===== config.mk =====
export PLATFORM = sky130hd
export DESIGN_NAME = sobol_multi_gen
export DESIGN_NICKNAME = d
export VERILOG_FILES = /design/src/rtl/sobol_multi_gen.sv
export SDC_FILE = /design/constraint.sdc
export NUM_CORES = 1
export LEC_CHECK = 0
export CORE_AREA = 2 2 73 75
export CTS_BUF_LIST = sky130_fd_sc_hd__clkbuf_8
export CTS_CLUSTER_DIAMETER = 100
export CTS_CLUSTER_SIZE = 24
export DETAILED_ROUTE_END_ITERATION = 12
export DIE_AREA = 0 0 75 77
export PLACE_DENSITY = 0.77
export SLEW_MARGIN = 10
export SYNTH_ARGS = -nofsm -noshare
export SYNTH_HDL_FRONTEND = slang
export SYNTH_SLANG_ARGS = --single-unit

===== constraint.sdc =====
create_clock -name clk -period 2.3 [get_ports clk]
set_input_delay 0.69 -clock clk [delete_from_list [all_inputs] [get_ports clk]]
set_output_delay 0.69 -clock clk [all_outputs]
set_load 0.01 [all_outputs]

===== src/rtl/sobol_multi_gen.sv =====
// Multi-dimensional Sobol point generator: DIMS coordinates of WIDTH bits per point,
// stepped in Gray-code order by XOR with the direction vector at the lowest zero bit of the index.
module sobol_multi_gen #(
    parameter int WIDTH = 6,
    parameter int DIMS  = 1
) (
    input  logic                        clk,
    input  logic                        rst,
    input  logic [DIMS*WIDTH*WIDTH-1:0] v_in,
    input  logic                        en_in,
    input  logic                        start,
    input  logic                        out_ready,
    output logic                        out_valid,
    output logic [DIMS*WIDTH-1:0]       out_data,
    output logic [WIDTH-1:0]            out_index,
    output logic                        out_last,
    output logic                        busy
);

    localparam int CW = (WIDTH > 1) ? $clog2(WIDTH) : 1;

    typedef enum logic {IDLE, RUN} state_t;

    state_t                      state, state_n;
    logic [DIMS*WIDTH*WIDTH-1:0] vec, vec_n;
    logic [DIMS*WIDTH-1:0]       data_n, step;
    logic [WIDTH-1:0]            index_n;
    logic                        valid_n;
    logic [CW-1:0]               lz;

    // Lowest zero bit of the current index; scanning MSB down lets the lowest hit win.
    always_comb begin
        lz = '0;
        for (int k = WIDTH - 1; k >= 0; k--) begin
            if (!out_index[k]) lz = CW'(k);
        end
    end

    always_comb begin
        step = '0;
        for (int d = 0; d < DIMS; d++) begin
            step[d*WIDTH +: WIDTH] = vec[(d*WIDTH + int'(lz))*WIDTH +: WIDTH];
        end
    end

    always_comb begin
        // NOTE: every output of this block gets a default first so no path leaves one unassigned (no latch).
        state_n = state;
        vec_n   = vec;
        data_n  = out_data;
        index_n = out_index;
        valid_n = out_valid;

        if (!en_in) begin
            state_n = IDLE;
            data_n  = '0;
            index_n = '0;
            valid_n = 1'b0;
        end else if (start) begin
            state_n = RUN;
            vec_n   = v_in;
            data_n  = '0;
            index_n = '0;
            valid_n = 1'b1;
        end else if (state == RUN && out_valid && out_ready) begin
            if (out_last) begin
                data_n  = '0;
                index_n = '0;
            end else begin
                data_n  = out_data ^ step;
                index_n = out_index + 1'b1;
            end
        end
    end

    // NOTE: the vector store is small and must read as zero after reset, so it is reset with the rest.
    always_ff @(posedge clk or posedge rst) begin
        if (rst) begin
            state     <= IDLE;
            vec       <= '0;
            out_data  <= '0;
            out_index <= '0;
            out_last  <= 1'b0;
            out_valid <= 1'b0;
        end else begin
            // NOTE: non-blocking assignments so every register samples pre-edge values.
            state     <= state_n;
            vec       <= vec_n;
            out_data  <= data_n;
            out_index <= index_n;
            out_last  <= &index_n;
            out_valid <= valid_n;
        end
    end

    assign busy = (state == RUN);

endmodule


* Word level (Yosys, flattened, before mapping)
Index checks and enable logic that the tools add are counted.
Cells by class: add/sub/neg operators 1, multiply operators 1, equality and inequality tests 2, shift-type cells 1, muxes and demuxes 16, bitwise logic cells 1, reductions and logical operators 3
Operator list (number):
- 6-bit 2-to-1 mux | 8
- 36-bit by 7-bit indexed part select with 6-bit output | 1
- 3-bit 2-to-1 mux | 6
- 6-bit by 1-bit adder with 6-bit output, second input constant | 1
- 6-bit AND reduction | 1
- 6-bit XOR | 1
- 3-bit by 2-bit multiplier with 5-bit output, second input constant | 1
- 3-bit by 1-bit != test with 1-bit output, second input constant | 1
- 1-bit 2-to-1 mux | 2
- 2-bit by 1-bit != test with 1-bit output, second input constant | 1
- 2-bit AND reduction | 1
- 1-bit logical AND | 1
Storage, ports and cells: bits in registers 50, input port bits 41, output and inout bits 15, word-level logic and storage cells 30

* Longest topological paths before layout
depth in word-level cells 13, mapped depth 6

* Least setup slack after synthesis
Ideal clock, no wire load.
path kind input port to flip-flop, start point in en_in, end point reg out_data[0], data arrival time 1.764 ns, path slack 0.407 ns, cell stages on the path 5, path buffers 0, path through or2b_4 -> nor2_4 -> a2111oi_4 -> a221oi_2 -> mux2i_1
Between the ends: longest elaborated chain between the ends 1
RTL lines:
- from (decl) | RTL line 10 | input logic en_in,
- 3-bit by 1-bit != test with 1-bit output (no line) or 6-bit 2-to-1 mux (tied branches)
- to (signal assigned) | RTL line 89 | out_data <= data_n;
- to (decl) | RTL line 14 | output logic [DIMS*WIDTH-1:0] out_data,
Parallel ways exist; a longest one is shown, timed or not. A chain may end at the register's enable or synchronous reset.

* Worst setup path after layout
start point reg out_index[3], end point out out_index[3]
RTL lines:
- from (decl) | RTL line 15 | output logic [WIDTH-1:0] out_index,
- from (signal assigned) | RTL line 90 | out_index <= index_n;
No word-level cell between the ends.

==> metrics list <==
- Run status: finished, final reports clean
- Average footprint of a synthesized cell: ~12 sq um
* Sequential area share after synthesis: 0.496
- Cell count after placement: ~330
- Proportion of layout cells with a drive suffix above 1: 0.282
* Largest voltage drop on the vdd net: between 0.0004 and 0.0005 V
* Shortest period the worst path allows: 2200 ps
- Routed length per placed instance: roughly 15 microns
- DRC violations left: 0
- CP Class: reg2out
* Hold_sp: vec[33]$_DFFE_PP0P_
* Synthesis-to-layout area growth: 32.8%
- Leak Pwr: 1.38 nW
- For this block, the via count after detailed routing is roughly 1800.
- Buffer levels on the longest clock path: 2
* Final cycle utilization of the critical path: 0.956
- The worst register-to-register path begins at out_index[3]$_DFF_PP0_.
- Together, buffers and inverters on the worst path number 1.
- Chip height: approximately 77 microns
- Die width: between 70 and 80 microns
* Setup repair after global routing missed its margin: no
- Sequential Area: ~1300 sq um
- Broken down by cell family, the worst path's largest delay share belongs to buffers and inverters.
- Highest Clock Rate: between 400 and 500 MHz
- Max-slew headroom: 0.570
- WL final: between 5000 and 6000 microns
- Post-CTS setup buffers: 0
- Final Power: ~2.1 mW
- Setup violations remaining at the end of the flow were counted as 0.
- Detail Route met3 WL: ~250 microns
- In this run the clock root is driven by a clkbuf_8.
- Number of synthesized flops with an enable pin: 0
- The congestion estimate from routability-driven global placement came to about 0.81.
* Worst Max-Slew Pin Slew: 644 ps
* Ports placed on the boundary: 56
* Post-synthesis instance total: about 200
- TritonCTS Buffers: 5
- Total clock sinks: 50
- Data required, critical path: around 1600 ps
* Count of inserted antenna diode cells: 0
- Number of fill cells in the layout: slightly above 400
- Worst hold-check path type: reg2reg
* Die area: slightly below 6000 sq um
* Global-route wire length before repair: around 8500 microns
- The most used flip-flop cell after synthesis is dfrtp_1.
- Crit end category: primary output
* DRT iter0 DRCs: 114
- Number of port buffers: between 50 and 60
- Clock transition time at the flip-flop clock pins of the worst setup and hold paths: roughly 80 ps
- Summing every instance area after synthesis gives 2520 sq um.
- Power spread over the standard cell area amounts to 640 nW/um^2.
- Number of max-capacitance violations reported: 0
- Synth Net Count: about 240
- On the final layout, the worst hold slack is between 500 and 600 ps.
- For this run, the slowest stage of the critical path takes 620 ps.
- Entering global routing, the biggest net connects just over 50 pins.
* Number of iterations in the first detailed-routing pass: 4
- The H-tree generated during clock tree synthesis spans 2 levels.
- The multi-input combinational cells in the finished layout cover a total of about 1200 sq um.
- Number of antenna violations at the first check in global routing: 0
- Number of nets in the final layout: 307
- Traced cell by cell, the critical path runs through clkdlybuf4s50_1.
- In the final routing, the length of wire on met1 measures between 2000 and 2500 microns.
- Using the TritonRoute via totals, the vias-per-cell ratio works out to 5.26.
* Overflow after GRT: 0
- The synthesized design contains 50 register bits.
- The number of gates resized after CTS was 0.
- Share of flip-flops with an asynchronous set or reset after synthesis: 1.00
* Antenna-violating nets left: 0
* Number of core rows: 26
- Hold-fix buffers at CTS: 0
- Setup clock skew after layout: 6.85 ps
- The hold violation total from the final report is 0.
- The region available for standard cell placement spans between 4000 and 5000 sq um.
- Data on the critical path arrives at its endpoint at around 1500 ps.
- CP max-delay cell: clkdlybuf4s50_1
* Launching instance or port of the critical path: out_index[3]$_DFF_PP0_
- CTS tree: yes
- The finished layout holds 336 standard cells, fillers aside.
- CP startpoint kind: flip-flop
- Of all nets on the critical path, the largest fanout is 10.
* Total global routing track utilization: 0.192
* WL met2: between 2000 and 2500 microns
- The number of pins with negative max-slew slack in the final report was 0.
- In this run the top signal layer used is met4.
- The HPWL after detailed placement is approximately 3700 microns.
* Distinct cells, synth: 38
- Starting density of the core: 0.507
- For this run, the number of Yosys warnings is 0.
* Insertion delay to the later sink of the worst-skew pair: 310 ps
* Number of global-route vias before repair: around 1700
## synthesized netlist by cell type, types with 2 or more instances
library cell / count / area (sq um)
clkbuf_1: 5 / 18.8
a221oi_2: 6 / 90.1
nand2_1: 13 / 48.8
nand3_1: 8 / 40.0
dfrtp_1: 50 / 1250
o21a_1: 2 / 15.0
nor2_1: 5 / 18.8
and4_1: 2 / 17.5
xor2_1: 3 / 26.3
buf_4: 3 / 22.5
nand2b_1: 13 / 81.3
nand4_1: 2 / 12.5
mux2i_1: 6 / 60.1
o21ai_0: 3 / 15.0
mux2_2: 42 / 473
mux2_1: 6 / 67.6
a21oi_1: 11 / 55.1
buf_6: 2 / 22.5
## final timing paths
check	slack [ps]	endpoint	cells past startpoint
min in group asynchronous	730	vec[0]$_DFFE_PP0P_	3
max reg2reg	260	out_data[4]$_DFFE_PP0P_	5
min	510	vec[33]$_DFFE_PP0P_	1
min reg2reg	510	vec[33]$_DFFE_PP0P_	1
max in group asynchronous	1340	out_index[1]$_DFF_PP0_	3
max	100	out_index[3]	1
## layout by cell type (no fill, tap or decap), types with 2 or more instances in the layout
master	count
clkdlybuf4s50_1	55
dfrtp_1	50
mux2_2	42
nand2b_1	13
nand2_1	13
a21oi_1	11
buf_4	10
nand3_1	8
mux2_1	6
a221oi_2	6
mux2i_1	6
clkbuf_8	6
nor2_1	5
o21ai_0	3
xor2_1	3
nand4_1	2
and4_1	2
o21a_1	2
bufinv_16	2
buf_12	2
## state kept, by name, indices dropped and copies added (netlist names)
name       cells
busy           1
out_data       6
out_index      6
out_last       1
vec           36
## cells by family (layout without fill, tap and decap cells)
logic type               count (synthesis)  in the layout  synth area share
buffers and inverters                   12             76            0.0287
AO/OA/AOI/OAI                           28             28             0.101
AND/OR/NAND/NOR                         54             54             0.121
adder cells (fa/ha/maj)                  1              1           0.00495
multiplexers                            54             54             0.238
XOR/XNOR                                 3              3            0.0104
flip-flops                              50             50             0.496
## layer usage
layer / track usage / vias to the layer above
met3: 0.0447 / 10
met2: 0.275 / 46
met4: 0.0625 / 0
li1: - / 851
met1: 0.287 / 860
met5: 0 / -
## cell type report
cell class,count,share of cell area
Sequential cell,50,0.373
Multi-Input combinational cell,140,0.358
Timing Repair Buffer,67,0.199
Tap cell,70,0.0261
Clock buffer,6,0.0246
Clock inverter,2,0.0179
Inverter,1,0.00112
## report_power, final
group	internal, mW	switching [mW]
logic	0.233	0.132
registers	0.981	0.0543
clock network	0.463	0.283
## stage by stage
| step | worst slack (ps) | setup TNS (ps) | util | instance area (sq um) |
|---|---|---|---|---|
| 4_1_cts | 98.7 | 0 | 0.673 | 3350 |
| 3_5_place_dp | -183 | -1080 | 0.645 | 3210 |
| 3_3_place_gp | -149 | -875 | 0.645 | 3210 |
| 5_1_grt | 39.3 | 0 | 0.673 | 3350 |
| 6_report | 102 | 0 | 0.673 | 3350 |
| 2_1_floorplan | 407 | 0 | - | 2520 |
Power figures use the tool's default switching activity.
